`config.mk`:
```
export PLATFORM = sky130hd
export DESIGN_NAME = punc_control_flat
export DESIGN_NICKNAME = d
export VERILOG_FILES = /design/src/rtl/punc_control_if.sv /design/src/rtl/punc_control.sv /design/src/flat_wrapper.sv
export SDC_FILE = /design/constraint.sdc
export NUM_CORES = 1
export LEC_CHECK = 0
export ABC_AREA = 1
export CAP_MARGIN = 15
export CORE_MARGIN = 4
export CORE_UTILIZATION = 33
export DETAILED_ROUTE_END_ITERATION = 10
export GPL_ROUTABILITY_DRIVEN = 0
export PLACE_DENSITY_LB_ADDON = 0.05
export SYNTH_ARGS = -nofsm -noshare
export SYNTH_HDL_FRONTEND = slang
export SYNTH_SLANG_ARGS = --single-unit
export TNS_END_PERCENT = 50
```
`constraint.sdc`:
```
create_clock -name clk -period 2.5 [get_ports clk]
set_input_delay 0.25 -clock clk [delete_from_list [all_inputs] [get_ports clk]]
set_output_delay 0.25 -clock clk [all_outputs]
set_load 0.02 [all_outputs]
```
`src/rtl/punc_control_if.sv`:
```
// PUnC control <-> datapath signal bundle.
// Optional macro PUNC_ILLEGAL_OP_EN adds the illegal_op flag to the bundle.
// master: the control FSM (drives strobes/selects, reads IR and branch condition).
// slave : the datapath (drives IR and branch condition, reads strobes/selects).
interface punc_control_if;
    logic [15:0] ir_out;
    logic        nzp_match;
    logic        pc_ld;
    logic        pc_clr;
    logic        pc_inc;
    logic [1:0]  pc_sel;
    logic        ir_ld;
    logic        ir_clr;
    logic        dmem_rd;
    logic        dmem_wr;
    logic [1:0]  dmem_r_addr_sel;
    logic [1:0]  dmem_w_addr_sel;
    logic [1:0]  rf_w_data_sel;
    logic        rf_w_addr_sel;
    logic        rf_w_wr;
    logic        rf_rp_addr_sel;
    logic        rf_rp_rd;
    logic        rf_rq_rd;
    logic        temp_ld;
    logic        nzp_ld;
    logic        nzp_clr;
    logic [1:0]  alu_sel;
    logic        alu_in_a_sel;
    logic        halted;
`ifdef PUNC_ILLEGAL_OP_EN
    logic        illegal_op;
`endif

    modport master (
        input  ir_out, nzp_match,
        output pc_ld, pc_clr, pc_inc, pc_sel, ir_ld, ir_clr,
               dmem_rd, dmem_wr, dmem_r_addr_sel, dmem_w_addr_sel,
               rf_w_data_sel, rf_w_addr_sel, rf_w_wr, rf_rp_addr_sel,
               rf_rp_rd, rf_rq_rd, temp_ld, nzp_ld, nzp_clr,
               alu_sel, alu_in_a_sel, halted
`ifdef PUNC_ILLEGAL_OP_EN
               , illegal_op
`endif
    );

    modport slave (
        output ir_out, nzp_match,
        input  pc_ld, pc_clr, pc_inc, pc_sel, ir_ld, ir_clr,
               dmem_rd, dmem_wr, dmem_r_addr_sel, dmem_w_addr_sel,
               rf_w_data_sel, rf_w_addr_sel, rf_w_wr, rf_rp_addr_sel,
               rf_rp_rd, rf_rq_rd, temp_ld, nzp_ld, nzp_clr,
               alu_sel, alu_in_a_sel, halted
`ifdef PUNC_ILLEGAL_OP_EN
               , illegal_op
`endif
    );
endinterface

```
`src/rtl/punc_control.sv`:
```
// PUnC LC3 multi-cycle control FSM: INIT -> FETCH -> DECODE -> EXEC [-> EXEC2].
// All strobes are decoded from the registered state and the current IR only.
// Optional macro PUNC_ILLEGAL_OP_EN: opcodes 1000/1101 halt and raise illegal_op.
module punc_control (
    input  logic            clk,
    input  logic            rst,   // asynchronous, active-low
    punc_control_if.master  bus
);

    localparam logic [2:0] ST_INIT   = 3'd0;
    localparam logic [2:0] ST_FETCH  = 3'd1;
    localparam logic [2:0] ST_DECODE = 3'd2;
    localparam logic [2:0] ST_EXEC   = 3'd3;
    localparam logic [2:0] ST_EXEC2  = 3'd4;
    localparam logic [2:0] ST_HALT   = 3'd5;

    localparam logic [3:0] OP_BR   = 4'b0000;
    localparam logic [3:0] OP_ADD  = 4'b0001;
    localparam logic [3:0] OP_LD   = 4'b0010;
    localparam logic [3:0] OP_ST   = 4'b0011;
    localparam logic [3:0] OP_JSR  = 4'b0100;
    localparam logic [3:0] OP_AND  = 4'b0101;
    localparam logic [3:0] OP_LDR  = 4'b0110;
    localparam logic [3:0] OP_STR  = 4'b0111;
    localparam logic [3:0] OP_NOT  = 4'b1001;
    localparam logic [3:0] OP_LDI  = 4'b1010;
    localparam logic [3:0] OP_STI  = 4'b1011;
    localparam logic [3:0] OP_JMP  = 4'b1100;
    localparam logic [3:0] OP_LEA  = 4'b1110;
    localparam logic [3:0] OP_HALT = 4'b1111;

    logic [2:0] r_state;
    logic [2:0] w_next;
    logic [3:0] w_opcode;
    logic       w_halt_op;
    logic       w_unused_ir;

    logic       w_pc_ld, w_pc_clr, w_pc_inc;
    logic [1:0] w_pc_sel;
    logic       w_ir_ld, w_ir_clr;
    logic       w_dmem_rd, w_dmem_wr;
    logic [1:0] w_dmem_r_addr_sel, w_dmem_w_addr_sel;
    logic [1:0] w_rf_w_data_sel;
    logic       w_rf_w_addr_sel, w_rf_w_wr;
    logic       w_rf_rp_addr_sel, w_rf_rp_rd, w_rf_rq_rd;
    logic       w_temp_ld, w_nzp_ld, w_nzp_clr;
    logic [1:0] w_alu_sel;
    logic       w_alu_in_a_sel, w_halted;

    assign w_opcode    = bus.ir_out[15:12];
    assign w_unused_ir = ^{bus.ir_out[10:6], bus.ir_out[4:0]};

`ifdef PUNC_ILLEGAL_OP_EN
    logic r_illegal_op;
    logic w_illegal_dec;

    assign w_illegal_dec = (w_opcode == 4'b1000) || (w_opcode == 4'b1101);
    assign w_halt_op     = (w_opcode == OP_HALT) || w_illegal_dec;

    // Sticky illegal-opcode flag, captured as DECODE sends the FSM to HALT.
    always_ff @(posedge clk or negedge rst) begin
        if (!rst)
            r_illegal_op <= 1'b0;
        else if (r_state == ST_DECODE && w_illegal_dec)
            r_illegal_op <= 1'b1;
    end

    assign bus.illegal_op = r_illegal_op;
`else
    assign w_halt_op = (w_opcode == OP_HALT);
`endif

    // State register; reset aborts any in-flight instruction.
    always_ff @(posedge clk or negedge rst) begin
        if (!rst)
            r_state <= ST_INIT;
        else
            r_state <= w_next;
    end

    // Next-state sequencing.
    always_comb begin
        w_next = ST_INIT;
        case (r_state)
            ST_INIT:   w_next = ST_FETCH;
            ST_FETCH:  w_next = ST_DECODE;
            ST_DECODE: w_next = w_halt_op ? ST_HALT : ST_EXEC;
            ST_EXEC:   w_next = (w_opcode == OP_LDI || w_opcode == OP_STI) ? ST_EXEC2 : ST_FETCH;
            ST_EXEC2:  w_next = ST_FETCH;
            ST_HALT:   w_next = ST_HALT;
            default:   w_next = ST_INIT;
        endcase
    end

    // Datapath control decode from state and opcode.
    always_comb begin
        w_pc_ld = 1'b0;           w_pc_clr = 1'b0;          w_pc_inc = 1'b0;
        w_pc_sel = 2'd0;          w_ir_ld = 1'b0;           w_ir_clr = 1'b0;
        w_dmem_rd = 1'b0;         w_dmem_wr = 1'b0;
        w_dmem_r_addr_sel = 2'd0; w_dmem_w_addr_sel = 2'd0;
        w_rf_w_data_sel = 2'd0;   w_rf_w_addr_sel = 1'b0;   w_rf_w_wr = 1'b0;
        w_rf_rp_addr_sel = 1'b0;  w_rf_rp_rd = 1'b0;        w_rf_rq_rd = 1'b0;
        w_temp_ld = 1'b0;         w_nzp_ld = 1'b0;          w_nzp_clr = 1'b0;
        w_alu_sel = 2'd0;         w_alu_in_a_sel = 1'b0;    w_halted = 1'b0;
        case (r_state)
            ST_INIT: begin
                w_pc_clr  = 1'b1;
                w_ir_clr  = 1'b1;
                w_nzp_clr = 1'b1;
            end
            ST_FETCH: begin
                w_dmem_rd = 1'b1;
                w_ir_ld   = 1'b1;
                w_pc_inc  = 1'b1;
            end
            ST_EXEC: begin
                case (w_opcode)
                    OP_ADD, OP_AND: begin
                        w_alu_sel        = (w_opcode == OP_ADD) ? 2'd1 : 2'd2;
                        w_alu_in_a_sel   = bus.ir_out[5];
                        w_rf_rp_addr_sel = 1'b1;
                        w_rf_w_addr_sel  = 1'b1;
                        w_rf_w_wr        = 1'b1;
                        w_nzp_ld         = 1'b1;
                    end
                    OP_NOT: begin
                        w_alu_sel       = 2'd3;
                        w_rf_w_addr_sel = 1'b1;
                        w_rf_w_wr       = 1'b1;
                        w_nzp_ld        = 1'b1;
                    end
                    OP_BR: begin
                        w_pc_ld = bus.nzp_match;
                    end
                    OP_JMP: begin
                        w_pc_sel = 2'd2;
                        w_pc_ld  = 1'b1;
                    end
                    OP_JSR: begin
                        // R7 <= PC and PC load share one edge, so JSRR reads the old R7.
                        w_pc_sel        = bus.ir_out[11] ? 2'd1 : 2'd2;
                        w_pc_ld         = 1'b1;
                        w_rf_w_data_sel = 2'd3;
                        w_rf_w_wr       = 1'b1;
                    end
                    OP_LD, OP_LDR: begin
                        w_dmem_r_addr_sel = (w_opcode == OP_LD) ? 2'd1 : 2'd3;
                        w_rf_w_data_sel   = 2'd2;
                        w_rf_w_addr_sel   = 1'b1;
                        w_rf_w_wr         = 1'b1;
                        w_nzp_ld          = 1'b1;
                    end
                    OP_LEA: begin
                        w_rf_w_data_sel = 2'd1;
                        w_rf_w_addr_sel = 1'b1;
                        w_rf_w_wr       = 1'b1;
                        w_nzp_ld        = 1'b1;
                    end
                    OP_ST, OP_STR: begin
                        w_dmem_w_addr_sel = (w_opcode == OP_ST) ? 2'd0 : 2'd2;
                        w_dmem_wr         = 1'b1;
                    end
                    OP_LDI: begin
                        // First hop parks the pointer in DR; flags wait for the final value.
                        w_dmem_r_addr_sel = 2'd1;
                        w_rf_w_data_sel   = 2'd2;
                        w_rf_w_addr_sel   = 1'b1;
                        w_rf_w_wr         = 1'b1;
                    end
                    OP_STI: begin
                        w_dmem_r_addr_sel = 2'd1;
                        w_temp_ld         = 1'b1;
                    end
                    default: ;
                endcase
            end
            ST_EXEC2: begin
                if (w_opcode == OP_LDI) begin
                    w_dmem_r_addr_sel = 2'd2;
                    w_rf_w_data_sel   = 2'd2;
                    w_rf_w_addr_sel   = 1'b1;
                    w_rf_w_wr         = 1'b1;
                    w_nzp_ld          = 1'b1;
                end else if (w_opcode == OP_STI) begin
                    w_dmem_w_addr_sel = 2'd1;
                    w_dmem_wr         = 1'b1;
                end
            end
            ST_HALT: w_halted = 1'b1;
            default: ;
        endcase
    end

    assign bus.pc_ld           = w_pc_ld;
    assign bus.pc_clr          = w_pc_clr;
    assign bus.pc_inc          = w_pc_inc;
    assign bus.pc_sel          = w_pc_sel;
    assign bus.ir_ld           = w_ir_ld;
    assign bus.ir_clr          = w_ir_clr;
    assign bus.dmem_rd         = w_dmem_rd;
    assign bus.dmem_wr         = w_dmem_wr;
    assign bus.dmem_r_addr_sel = w_dmem_r_addr_sel;
    assign bus.dmem_w_addr_sel = w_dmem_w_addr_sel;
    assign bus.rf_w_data_sel   = w_rf_w_data_sel;
    assign bus.rf_w_addr_sel   = w_rf_w_addr_sel;
    assign bus.rf_w_wr         = w_rf_w_wr;
    assign bus.rf_rp_addr_sel  = w_rf_rp_addr_sel;
    assign bus.rf_rp_rd        = w_rf_rp_rd;
    assign bus.rf_rq_rd        = w_rf_rq_rd;
    assign bus.temp_ld         = w_temp_ld;
    assign bus.nzp_ld          = w_nzp_ld;
    assign bus.nzp_clr         = w_nzp_clr;
    assign bus.alu_sel         = w_alu_sel;
    assign bus.alu_in_a_sel    = w_alu_in_a_sel;
    assign bus.halted          = w_halted;

endmodule

```
`src/flat_wrapper.sv`:
```
// flat-port wrapper written by rule: the top's interface ports become plain ports
module punc_control_flat 
  (clk, rst, bus_ir_out, bus_nzp_match, bus_pc_ld, bus_pc_clr, bus_pc_inc, bus_pc_sel, bus_ir_ld, bus_ir_clr, bus_dmem_rd, bus_dmem_wr, bus_dmem_r_addr_sel, bus_dmem_w_addr_sel, bus_rf_w_data_sel, bus_rf_w_addr_sel, bus_rf_w_wr, bus_rf_rp_addr_sel, bus_rf_rp_rd, bus_rf_rq_rd, bus_temp_ld, bus_nzp_ld, bus_nzp_clr, bus_alu_sel, bus_alu_in_a_sel, bus_halted);
  punc_control_if bus_i ();
  input  logic clk;
  input  logic rst;
  input wire logic [$bits(bus_i.ir_out)-1:0] bus_ir_out;
  input wire logic [$bits(bus_i.nzp_match)-1:0] bus_nzp_match;
  output wire logic [$bits(bus_i.pc_ld)-1:0] bus_pc_ld;
  output wire logic [$bits(bus_i.pc_clr)-1:0] bus_pc_clr;
  output wire logic [$bits(bus_i.pc_inc)-1:0] bus_pc_inc;
  output wire logic [$bits(bus_i.pc_sel)-1:0] bus_pc_sel;
  output wire logic [$bits(bus_i.ir_ld)-1:0] bus_ir_ld;
  output wire logic [$bits(bus_i.ir_clr)-1:0] bus_ir_clr;
  output wire logic [$bits(bus_i.dmem_rd)-1:0] bus_dmem_rd;
  output wire logic [$bits(bus_i.dmem_wr)-1:0] bus_dmem_wr;
  output wire logic [$bits(bus_i.dmem_r_addr_sel)-1:0] bus_dmem_r_addr_sel;
  output wire logic [$bits(bus_i.dmem_w_addr_sel)-1:0] bus_dmem_w_addr_sel;
  output wire logic [$bits(bus_i.rf_w_data_sel)-1:0] bus_rf_w_data_sel;
  output wire logic [$bits(bus_i.rf_w_addr_sel)-1:0] bus_rf_w_addr_sel;
  output wire logic [$bits(bus_i.rf_w_wr)-1:0] bus_rf_w_wr;
  output wire logic [$bits(bus_i.rf_rp_addr_sel)-1:0] bus_rf_rp_addr_sel;
  output wire logic [$bits(bus_i.rf_rp_rd)-1:0] bus_rf_rp_rd;
  output wire logic [$bits(bus_i.rf_rq_rd)-1:0] bus_rf_rq_rd;
  output wire logic [$bits(bus_i.temp_ld)-1:0] bus_temp_ld;
  output wire logic [$bits(bus_i.nzp_ld)-1:0] bus_nzp_ld;
  output wire logic [$bits(bus_i.nzp_clr)-1:0] bus_nzp_clr;
  output wire logic [$bits(bus_i.alu_sel)-1:0] bus_alu_sel;
  output wire logic [$bits(bus_i.alu_in_a_sel)-1:0] bus_alu_in_a_sel;
  output wire logic [$bits(bus_i.halted)-1:0] bus_halted;
  assign bus_i.ir_out = bus_ir_out;
  assign bus_i.nzp_match = bus_nzp_match;
  assign bus_pc_ld = bus_i.pc_ld;
  assign bus_pc_clr = bus_i.pc_clr;
  assign bus_pc_inc = bus_i.pc_inc;
  assign bus_pc_sel = bus_i.pc_sel;
  assign bus_ir_ld = bus_i.ir_ld;
  assign bus_ir_clr = bus_i.ir_clr;
  assign bus_dmem_rd = bus_i.dmem_rd;
  assign bus_dmem_wr = bus_i.dmem_wr;
  assign bus_dmem_r_addr_sel = bus_i.dmem_r_addr_sel;
  assign bus_dmem_w_addr_sel = bus_i.dmem_w_addr_sel;
  assign bus_rf_w_data_sel = bus_i.rf_w_data_sel;
  assign bus_rf_w_addr_sel = bus_i.rf_w_addr_sel;
  assign bus_rf_w_wr = bus_i.rf_w_wr;
  assign bus_rf_rp_addr_sel = bus_i.rf_rp_addr_sel;
  assign bus_rf_rp_rd = bus_i.rf_rp_rd;
  assign bus_rf_rq_rd = bus_i.rf_rq_rd;
  assign bus_temp_ld = bus_i.temp_ld;
  assign bus_nzp_ld = bus_i.nzp_ld;
  assign bus_nzp_clr = bus_i.nzp_clr;
  assign bus_alu_sel = bus_i.alu_sel;
  assign bus_alu_in_a_sel = bus_i.alu_in_a_sel;
  assign bus_halted = bus_i.halted;
  punc_control u_core (.clk(clk), .rst(rst), .bus(bus_i));
endmodule
```
## Yosys cells after proc, flatten, opt, wreduce, memory -nomap -nowiden

Cells that the tools add are included.

| word-level totals | value |
|---|---|
| bits in registers | 3 |
| input port bits | 19 |
| output and inout port bits | 27 |
| logic and storage cells | 73 |

| cells by class | value |
|---|---|
| equality and inequality tests | 18 |
| muxes and demuxes | 41 |
| reductions and logical operators | 13 |

Operators with widths:

| kind | count |
|---|---|
| == test 4 bit (second input constant) | 6 |
| case mux 2 bit (2 select lines) | 6 |
| 2-to-1 mux 2 bit | 9 |
| 2-to-1 mux 1 bit | 17 |
| == test 4 x 3 -> 1 bit (second input constant) | 4 |
| case mux 3 bit (5 select lines) | 1 |
| OR reduction 2 bit | 6 |
| case mux 1 bit (2 select lines) | 5 |
| == test 4 x 2 -> 1 bit (second input constant) | 2 |
| OR reduction 8 bit | 1 |
| OR reduction 7 bit | 1 |
| == test 3 x 2 -> 1 bit (second input constant) | 2 |
| == test 3 bit (second input constant) | 2 |
| 2-to-1 mux 3 bit | 2 |
| case mux 2 bit (3 select lines) | 1 |
| OR reduction 6 bit | 1 |
| == test 4 x 1 -> 1 bit (second input constant) | 1 |
| zero test 4 bit | 1 |
| == test 3 x 1 -> 1 bit (second input constant) | 1 |
| zero test 3 bit | 1 |
| OR reduction 3 bit | 1 |
| logical OR 1 bit | 1 |

## Longest topological paths before layout

| logic depth | value |
|---|---|
| word-level depth | 4 |
| gate-level depth with buffers | 6 |

## Least setup slack after synthesis

Ideal clock, no wire load.

| timing path | value |
|---|---|
| path type | register to output |
| start point | register u_core.r_state[2] |
| end point | output port bus_alu_in_a_sel |
| arrival time | 1290 ps |
| slack | 960 ps |
| stages on the path, launching flop included | 5 |
| buffers on the path | 0 |
| cell sequence | dfrtp_1 inv_2 nand3_4 nor3_2 and2_1 |

| between the ends | value |
|---|---|
| longest elaborated chain between the ends | 2 |

RTL lines:

| element | line | text |
|---|---|---|
| from (decl) | punc_control.sv:32 | `logic [2:0] r_state;` |
| from (signal assigned) | punc_control.sv:78 | `r_state <= w_next;` |
| == test 3 x 2 -> 1 bit | punc_control.sv:105 | `case (r_state)` |
| 2-to-1 mux 1 bit | punc_control.sv:105 |  |
| to (decl) | flat_wrapper.sv:29 | `output wire logic [$bits(bus_i.alu_in_a_sel)-1:0] bus_alu_in_a_sel;` |

Every way passes these cells.

## Worst setup path after layout

| timing path | value |
|---|---|
| start point | input port bus_ir_out[15] |
| end point | output port bus_dmem_r_addr_sel[0] |

| between the ends | value |
|---|---|
| longest elaborated chain between the ends | 4 |
| elaborated cells between the ends (all ways) | 8 |
| those cells by class | eq/ne: 4; mux: 2; reduce/logical: 2 |

RTL lines:

| element | line | text |
|---|---|---|
| from (decl) | flat_wrapper.sv:7 | `input wire logic [$bits(bus_i.ir_out)-1:0] bus_ir_out;` |
| == test 4 bit (tied with other cells) | punc_control.sv:117 | `case (w_opcode)` |
| OR reduction 2 bit (no source line) | n/a |  |
| case mux 2 bit (2 select lines) * | punc_control.sv:117 |  |
| case mux 2 bit (2 select lines) * | punc_control.sv:105 |  |
| to (decl) | flat_wrapper.sv:17 | `output wire logic [$bits(bus_i.dmem_r_addr_sel)-1:0] bus_dmem_r_addr_sel;` |

Mark *: on every way between the ends. The rest lies on a longest branch, timed or not.

==> impl_metrics.toml <==
[status]
status = "completed"

[cells_and_area]
largest_reg_flops = 3
layout.nets = 139
diodes = 0
regMostFlops = "u_core.r_state"
drive_above_1_share = 0.185
area_growth_pct = 64.0
reg.largest.list = "u_core.r_state x3"

[global_routing]
grt_use_total = 0.131
grt_max_degree = 10
grt_pass1_wl_um = 2220
grt_pass1_vias = 567
antenna_found_initial = 0
gr-total-overflow = 0

[logic_synthesis]
ys_seq_elements = 3
synth_seq_area_share = 0.143
synth_cell_type_count = 23
yosysWarnings = 0
synth_top_area_share = 0.150
synthTopCellsByArea = "nand2_1 15%, dfrtp_1 14%, buf_4 8.6%, nor2_1 7.2%, nand3_1 6.7%"
synth_area_leader_cell = "nand2_1"
netlist_area_um2 = 524
avgSynthCellArea_um2 = 6.03
syn_inst = 87

[min_path]
hold_path_class = "primary input to async pin"

[timing]
rsz0062_at_grt = "false"
hold_viol_final = 0
fmax_mhz = 441
fin_crit_sh = 0.908
tns_ns = 0
skew_ns = 0.00348
finalSetupViolations = 0
finalMaxSlewViolations = 0
min_period_ns = 2.27

[pwr]
pwr-share-comb = 0.722
peakVddDrop_mv = 0.678
power_frac_seq = 0.156
switching_power_mw = 0.335
swShare = 0.501
clockPowerShare = 0.122
finalPower_mw = 0.668
p_per_area_mw_per_mm2 = 777
leakagePower_nw = 0.415
intPower_mw = 0.333

[drt]
drc = 0
via_count = 639
drtIter0Drc = 14
wl_per_cell_um = 10.5
dr.pass1.iters = 4
avgViaCountPerCell = 4.73
routed_wl_um = 1410
drtAntennaViolNets = 0

[critical_path]
worstSetupStartpointType = "primary input"
cp.required_ns = 2.25
endpoint_kind = "primary output"
cp_max_fo = 7
path_class = "primary input to primary output"
cp.arrival_ns = 2.02

[clock_network]
htreeDepth = 1
cts.clk_slew.worst_paths_ns = 0.04
clockBufferDepth = 2
hold_buffers = 0
cts_buffers = 3
clk_latency_ns = 0.23
ctsResizeCount = 0
cts_tree = "done"
post-cts-setup-buffers = 0
root_buffer = "clkbuf_4"
cts.sinks = 3

[floorplan]
fp.dieH_um = 47.9
io_pins = 46
die_x_um = 47.9
die_area_mm2 = 0.00229
start_util = 0.348
coreArea_mm2 = 0.00151
rows = 14

[flow_run]
maxCapViolations = 0

[placement]
io_buffers = 33
hpwl_um = 1180
## layout make-up
| class | instances | area, µm² |
|---|---|---|
| clock buffer | 4 | 26.3 |
| multi-input combinational | 66 | 359 |
| fill | 148 | 647 |
| timing repair buffer | 33 | 330 |
| sequential | 3 | 75.1 |
| tap | 16 | 20.0 |
| inverter | 13 | 48.8 |
## power by group through the flow
stage	registers, mW	logic (mW)	clock network, mW
final	0.104	0.482	0.0813
after global routing	0.108	0.522	0.0872
after CTS	0.104	0.487	0.0849
after detailed placement	0.105	0.486	0
after global placement	0.104	0.483	0
after floorplan	0.0992	0.332	0
## synthesized netlist by cell type
master / n
o21ai_1: 3
nand3_2: 2
o31ai_1: 1
nand2_2: 2
nor2_4: 3
nor2_1: 10
inv_1: 7
nand2_1: 21
inv_2: 6
a21oi_1: 2
buf_4: 6
nand2_4: 1
nand4_1: 2
nand3_4: 1
conb_1: 1
and2_1: 1
o21ai_0: 1
nand3_1: 7
nor3_1: 2
nor3_2: 2
dfrtp_1: 3
o22ai_1: 1
nor2_2: 2
## stage by stage
stage / util / std cells / setup slack [ns] / hold WS (ns) / area [µm²]
floorplan: - / 88 / 0.960 / -0.0456 / 528
global placement: 0.553 / 131 / 0.228 / 0.440 / 833
detailed placement: 0.553 / 131 / 0.227 / 0.441 / 833
CTS: 0.571 / 135 / 0.213 / 0.196 / 860
global route: 0.571 / 135 / 0.0726 / 0.214 / 860
finish: 0.571 / 135 / 0.230 / 0.202 / 860
## final timing paths
check                           slack, ns                           to  cells past startpoint                   startpoint
worst min-delay path                 0.20  u_core.r_state[0]$_DFF_PN0_                      1                          rst
worst max-delay path                 0.23       bus_dmem_r_addr_sel[0]                      6               bus_ir_out[15]
worst min register to register       0.66  u_core.r_state[1]$_DFF_PN0_                      1  u_core.r_state[2]$_DFF_PN0_
worst max register to register       1.43  u_core.r_state[2]$_DFF_PN0_                      4  u_core.r_state[0]$_DFF_PN0_
max in group asynchronous            2.16  u_core.r_state[2]$_DFF_PN0_                      1                          rst
min in group clk                     0.66  u_core.r_state[1]$_DFF_PN0_                      1  u_core.r_state[2]$_DFF_PN0_
## layer usage
metal | GRT usage | share of wire | wire (µm)
met3 | 0.0113 | 0.076 | 108
met4 | 0.0484 | 0 | 0
met2 | 0.206 | 0.46 | 657
met5 | 0 | 0 | 0
met1 | 0.183 | 0.46 | 649
## critical path, cell delays in order
cell and delay, ns:
clkdlybuf4s50_1 0.65, inv_2 0.10, nor2_4 0.14, nand3_1 0.12, o31ai_1 0.10, clkdlybuf4s50_1 0.66
## kinds of logic (layout without fill, tap and decap cells)
kind of cell    Yosys count  count (layout)  share of synthesized area
buf+inv                  19              50                      0.179
flops                     3               3                      0.143
simple gates             56              56                      0.587
other cells               1               2                    0.00715
compound gates            8               8                     0.0835
## placed cells by master (no fill, tap or decap), drive strengths merged
cell and instances:
conb 2, o21ai 4, o31ai 1, inv 13
nand2 24, and2 1, nor2 15, clkdlybuf4s50 33
nand4 2, o22ai 1, nor3 4, dfrtp 3
nand3 10, clkbuf 4, a21oi 2
(Power assumes the default switching activity.)
